## src/rtl/alu_arbiter.sv

```systemverilog
// Two-requester front end for one shared ALU: round-robin grant, one operation
// in flight, registered operand drive and a held response per requester.
module alu_arbiter (
  input  logic        Clk_in,
  input  logic        Reset_n_in,
  input  logic        Req0_Valid_in,
  input  logic [5:0]  Req0_Func_in,
  input  logic [31:0] Req0_A_in,
  input  logic [31:0] Req0_B_in,
  output logic        Req0_Ready_out,
  input  logic        Req1_Valid_in,
  input  logic [5:0]  Req1_Func_in,
  input  logic [31:0] Req1_A_in,
  input  logic [31:0] Req1_B_in,
  output logic        Req1_Ready_out,
  output logic        Rsp0_Valid_out,
  output logic [31:0] Rsp0_Data_out,
  output logic        Rsp0_Branch_out,
  output logic        Rsp0_Jump_out,
  input  logic        Rsp0_Ready_in,
  output logic        Rsp1_Valid_out,
  output logic [31:0] Rsp1_Data_out,
  output logic        Rsp1_Branch_out,
  output logic        Rsp1_Jump_out,
  input  logic        Rsp1_Ready_in,
  output logic [5:0]  Alu_Func_out,
  output logic [31:0] Alu_A_out,
  output logic [31:0] Alu_B_out,
  input  logic [31:0] Alu_O_in,
  input  logic        Alu_Branch_in,
  input  logic        Alu_Jump_in,
  output logic        Busy_out
);

  typedef enum logic [1:0] {IDLE, EXEC, RESP} state_t;

  typedef struct packed {
    logic [5:0]  func;
    logic [31:0] a;
    logic [31:0] b;
  } req_t;

  state_t      state, state_nxt;
  logic        ptr, owner;
  logic [1:0]  grant;
  logic        rsp_take;
  req_t        win;
  logic [31:0] rsp_data;
  logic        rsp_br, rsp_jmp;

  // Grant is gated by reset so nothing looks accepted while reset is low.
  always_comb begin
    grant = '0;
    if (state == IDLE && Reset_n_in) begin
      grant[0] = Req0_Valid_in && (!ptr || !Req1_Valid_in);
      grant[1] = Req1_Valid_in && ( ptr || !Req0_Valid_in);
    end
  end

  assign win = grant[1] ? req_t'{Req1_Func_in, Req1_A_in, Req1_B_in}
                        : req_t'{Req0_Func_in, Req0_A_in, Req0_B_in};

  // Only the owner's consume strobe can retire the response.
  assign rsp_take = (state == RESP) && (owner ? Rsp1_Ready_in : Rsp0_Ready_in);

  always_comb begin
    state_nxt = state;
    case (state)
      IDLE:    if (|grant) state_nxt = EXEC;
      EXEC:    state_nxt = RESP;
      RESP:    if (rsp_take) state_nxt = IDLE;
      default: state_nxt = IDLE;
    endcase
  end

  always_ff @(posedge Clk_in or negedge Reset_n_in) begin
    if (!Reset_n_in) begin
      state        <= IDLE;
      ptr          <= 1'b0;
      owner        <= 1'b0;
      Alu_Func_out <= '0;
      Alu_A_out    <= '0;
      Alu_B_out    <= '0;
      rsp_data     <= '0;
      rsp_br       <= 1'b0;
      rsp_jmp      <= 1'b0;
    end else begin
      state <= state_nxt;
      if (|grant) begin
        owner        <= grant[1];
        Alu_Func_out <= win.func;
        Alu_A_out    <= win.a;
        Alu_B_out    <= win.b;
      end
      if (state == EXEC) begin
        rsp_data <= Alu_O_in;
        rsp_br   <= Alu_Branch_in;
        rsp_jmp  <= Alu_Jump_in;
      end
      if (rsp_take) ptr <= ~owner;
    end
  end

  assign Req0_Ready_out  = grant[0];
  assign Req1_Ready_out  = grant[1];
  assign Busy_out        = (state != IDLE);
  assign Rsp0_Valid_out  = (state == RESP) && !owner;
  assign Rsp1_Valid_out  = (state == RESP) &&  owner;
  assign Rsp0_Data_out   = rsp_data;
  assign Rsp0_Branch_out = rsp_br;
  assign Rsp0_Jump_out   = rsp_jmp;
  assign Rsp1_Data_out   = rsp_data;
  assign Rsp1_Branch_out = rsp_br;
  assign Rsp1_Jump_out   = rsp_jmp;

endmodule

```

## config.mk

```make
export PLATFORM = sky130hd
export DESIGN_NAME = alu_arbiter
export DESIGN_NICKNAME = d
export VERILOG_FILES = /design/src/rtl/alu_arbiter.sv
export SDC_FILE = /design/constraint.sdc
export NUM_CORES = 1
export LEC_CHECK = 0
export CORE_MARGIN = 5
export CORE_UTILIZATION = 35
export CTS_CLUSTER_SIZE = 16
export DETAILED_ROUTE_END_ITERATION = 7
export PLACE_DENSITY = 0.77
export SLEW_MARGIN = 20
export SYNTH_ARGS = -nofsm -noshare
export SYNTH_HDL_FRONTEND = slang
export SYNTH_SLANG_ARGS = --single-unit
```

## constraint.sdc

```tcl
create_clock -name Clk_in -period 1.57 [get_ports Clk_in]
set_input_delay 0.157 -clock Clk_in [delete_from_list [all_inputs] [get_ports Clk_in]]
set_output_delay 0.157 -clock Clk_in [all_outputs]
set_load 0.01 [all_outputs]
```

# Yosys cells after proc, flatten, opt, wreduce, memory -nomap -nowiden
# Index checks and enable logic that the tools add are counted.
# Widths: inputs -> output; s select.
# word_totals
regBits	108
out_inout_bits	143
input_bits	180
# classes
mux	6
reduce_logical	16
n_eq_ne	4
bitwise	1
# op_table
op	count
$mux 70	1
$logic_and 1x1->1	6
$mux 2	3
$pmux 2 s3	1
$logic_not 1->1	4
$eq 2x1->1 const B	1
$eq 2x2->1 const B	1
$logic_not 2->1	1
$logic_or 1x1->1	2
$ne 2x1->1 const B	1
$ne 2x2->1 const B	1
$reduce_and 2->1	1
$reduce_bool 2->1	1
$reduce_or 2->1	1
$mux 1	1
$not 1->1	1

# Depth between registers and ports, before layout
# depth
ltp_word	7
depth_mapped	6
ltp_nobuf	3

# Least setup slack after synthesis
# OpenSTA, ideal clock, no wires.
# synth_path
path_type	reg-to-reg
start	register state[0]
end	register Alu_A_out[24]
path_stages_with_launch	6
t_required_ns	1.429
path_slack_ns	0.046
setup_ns	0.141
arrival_time_ns	1.383
period_less_slack_ns	1.524
path_cell_list	dfrtp_1 or3b_1 buf_4 buf_6 o31ai_1 a31oi_1
# synth_between
elab_chain_cells	4
word_cells_on_any_way	5
# synth_lines
element	line_no	source
from (decl)	43	state_t state, state_nxt;
from (signal assigned)	88	state <= state_nxt;
$logic_not 2->1 (*)	54	if (state == IDLE && Reset_n_in) begin
$logic_and 1x1->1 (*)	54	
$mux 2 (*)	54	
$mux 70 / $reduce_or 2->1 (equally long branches)	60, 89	
to (signal assigned)	92	Alu_A_out <= win.a;
to (decl)	27	output logic [31:0] Alu_A_out,
# Mark *: on every way between the ends. The rest lies on a longest branch, timed or not.
# A chain may end at the register's enable or synchronous reset.

# Worst setup path after layout
# layout_path
start	register state[1]
end	register Alu_A_out[19]
# Same word-level chain as after synthesis.

==> results.yml <==
cells_and_area:
  syn_to_final_growth_pct: 75.3
  drive_gt1_frac: 0.171
  fillers: 1333
  fin_nets: 1016
  postLayoutCoreUtil: 0.622
  final_common_cell: "clkdlybuf4s50_1"
  layout_common_cells: "clkdlybuf4s50_1, dfrtp_1, a21oi_1, nand4_1, a31oi_1"
timing:
  fin_ws_ps: -80.6
  worst_slew_pin_slew_ps: 931
  maxSlewViolCount: 0
  fin_tns_setup_ps: -2190
  worst_hold_slack_ps: -5.37
  fmax_ghz: 0.606
  grt_setup_unrepaired: "yes"
  relSlewSlack: 0.379
  finClkSkew_ps: 7.38
  hold_viol: 8
  finalCritPeriodShare: 1.05
  finalSetupViolations: 68
  layout_min_cycle_time_ps: 1650
run_status:
  violations: "hold timing, setup timing"
  status: "complete, but fails checks"
hold_path:
  hp-class: "in2async"
global_route:
  grt_pass1_vias: 5634
  grt_pass1_wl_um: 32000
  grt_max_degree: 72
  antenna_found_initial: 1
  grt_use_total: 0.220
  grt-ovfl-total: 0
power:
  p_comb_frac: 0.576
  power_uw: 17700
  seq_power_share: 0.288
  cellPowerDensity_nw_per_um2: 1800
  p_leak_uw: 0.00370
  ir_worst_vdd_uv: 740
  p_sw_uw: 6570
  clkPwrFrac: 0.137
  p_int_uw: 11100
  netSwitchingFraction: 0.371
synthesis:
  synthMuxAreaShare: 0.0684
  ys_ff_latch: 108
  yosys.area_share.simple: 0.0943
  synth.distinct_cells: 25
  synth-adder-area-share: 0
  syn_avg_cell_area_sq_um: 10.1
  syn_area_sq_um: 5600
  synth_xor_area_frac: 0
  synth_fp_nets: 735
  synth_compound_area_frac: 0.242
  synth_top_cell_by_area: "dfrtp_1"
  synth_top_area_share: 0.483
  synth_top_family_by_area: "compound AO/OA/AOI/OAI gates"
  synth_area_leaders: "dfrtp_1, o31ai_1, a31oi_1"
  synth_cells: 555
  synth_warnings: 0
  ys_seq_area_frac: 0.483
placed_design:
  hpwl_um: 15000
  place.port_buffers: 322
  place_congestion: 0.797
die:
  die_y_um: 136
  initial_core_util: 0.355
  core_area_sq_um: 15800
  io_pins: 323
  rows: 46
  fp.dieW_um: 136
  design.die.area_sq_um: 18600
clock_tree:
  clockRootBuffer: "clkbuf_16"
  cts_tree: "built"
  numClockSinks: 108
  clock_latency_ps: 360
  cts_buffers: 9
  h-tree-depth: 3
  cts.clk_slew.worst_paths_ps: 80
  max-clock-path-buffers: 2
worst_setup_path:
  worstPathMaxFanout: 35
  crit_arrival_ps: 1880
  start_kind: "flop"
  crit_path_end_kind: "flop"
  path_cells: "or3b_4 -> clkbuf_16 -> o31ai_1 -> a31oi_1"
  max_stage_delay_ps: 470
  critical_path_class: "reg2reg"
  required_ps: 1800
  critPathBufInv: 1
  crit_slowest_cell: "or3b_4"
  cpLargestDelayFamily: "simple AND/OR/NAND/NOR gates"
drt:
  viasPerCell: 5.66
  remaining_drc_errors: 0
  postRouteWirelength_um: 24200
  routedWlPerCell_um: 22.9
  ant_nets: 0
  drtIter0Drc: 377
  vias: 5988
  drtPass1Iterations: 7
flow_run:
  cap_violations: 0
stage by stage:
stage,setup WS [ps],instance area (sq um),cells
6_report,-80.6,9810,1058
5_1_grt,-138,9810,1058
4_1_cts,-80.5,9260,1036
3_5_place_dp,-177,8850,1017
3_3_place_gp,-172,8850,1017
2_1_floorplan,46.1,5600,555
kinds of logic after synthesis:
logic type,Yosys count
compound gates,217
buf+inv,111
flops,108
mux,34
simple gates,85
cell type report:
class                   instances  area [sq um]  area share
clock inverters                 7          81.3     0.00829
well taps                     216           270      0.0275
inverters                       3          11.3     0.00115
clock buffers                   9           225      0.0230
multi-input cells             336          2420       0.247
diodes                          1          2.50    0.000255
repair buffers                378          4100       0.418
flip-flops and latches        108          2700       0.275
synth_stat cells:
cell,instances
nor3b_2,1
or2_2,1
mux2_2,34
or3b_1,1
inv_2,1
a21oi_1,72
buf_4,38
o31ai_1,70
o21ai_0,3
and3_1,1
buf_2,15
nand4_1,70
clkbuf_1,47
nor2b_1,1
and2_1,1
buf_1,1
nand2b_1,3
inv_1,2
dfrtp_1,108
buf_6,7
o2bb2ai_1,1
a31oi_1,71
nand2_1,2
nor2_1,3
or2_0,1
power groups by stage:
stage	Sequential, uW	Combinational, uW	Clock [uW]
final	5100	10200	2420
after floorplan	5620	3730	0
after global placement	5040	8910	0
after detailed placement	5120	8990	0
after CTS	5080	9200	2470
after global routing	5270	10800	2560
worst reg2reg max path: cells and delay by family (launching register included):
| family | cells | cell delay [ps] |
|---|---|---|
| simple gates | 1 | 470 |
| compound gates | 2 | 420 |
| flops | 1 | 390 |
| buf+inv | 1 | 260 |
final timing paths:
kind | from | to | slack [ps] | depth (start not counted)
max in group asynchronous | Reset_n_in | Alu_B_out[22] | 770 | 3
setup / recovery | state[1] | Alu_A_out[19] | -80 | 4
setup reg to reg | state[1] | Alu_A_out[19] | -80 | 4
hold reg to reg | Rsp0_Data_out[11] | Rsp0_Data_out[11] | 540 | 1
min in group Clk_in | Req1_Valid_in | Alu_A_out[2] | 180 | 3
hold / removal | Reset_n_in | Alu_A_out[0] | -5 | 3
layer usage:
metal | track usage | share of wire | vias up
met5 | 0 | 0 | -
met4 | 0.0851 | 0.028 | 0
met3 | 0.0677 | 0.10 | 48
met2 | 0.377 | 0.50 | 334
met1 | 0.258 | 0.38 | 2915
li1 | - | - | 2691
state kept, by name (all words and copies together) (netlist names):
register and cells:
Alu_A_out 32, Alu_B_out 32, Rsp0_Data_out 32, Alu_Func_out 6, state 2, Rsp0_Branch_out 1, Rsp0_Jump_out 1, owner 1
ptr 1
repair_timing:
action,in CTS,in global routing
setup buffers,1,6
pin swaps,5,24
endpoints found under the setup margin,75,73
hold endpoints to repair,3,0
resized for setup,41,31
hold buffers,1,0
gates cloned,1,15
Power figures use the tool's default switching activity.
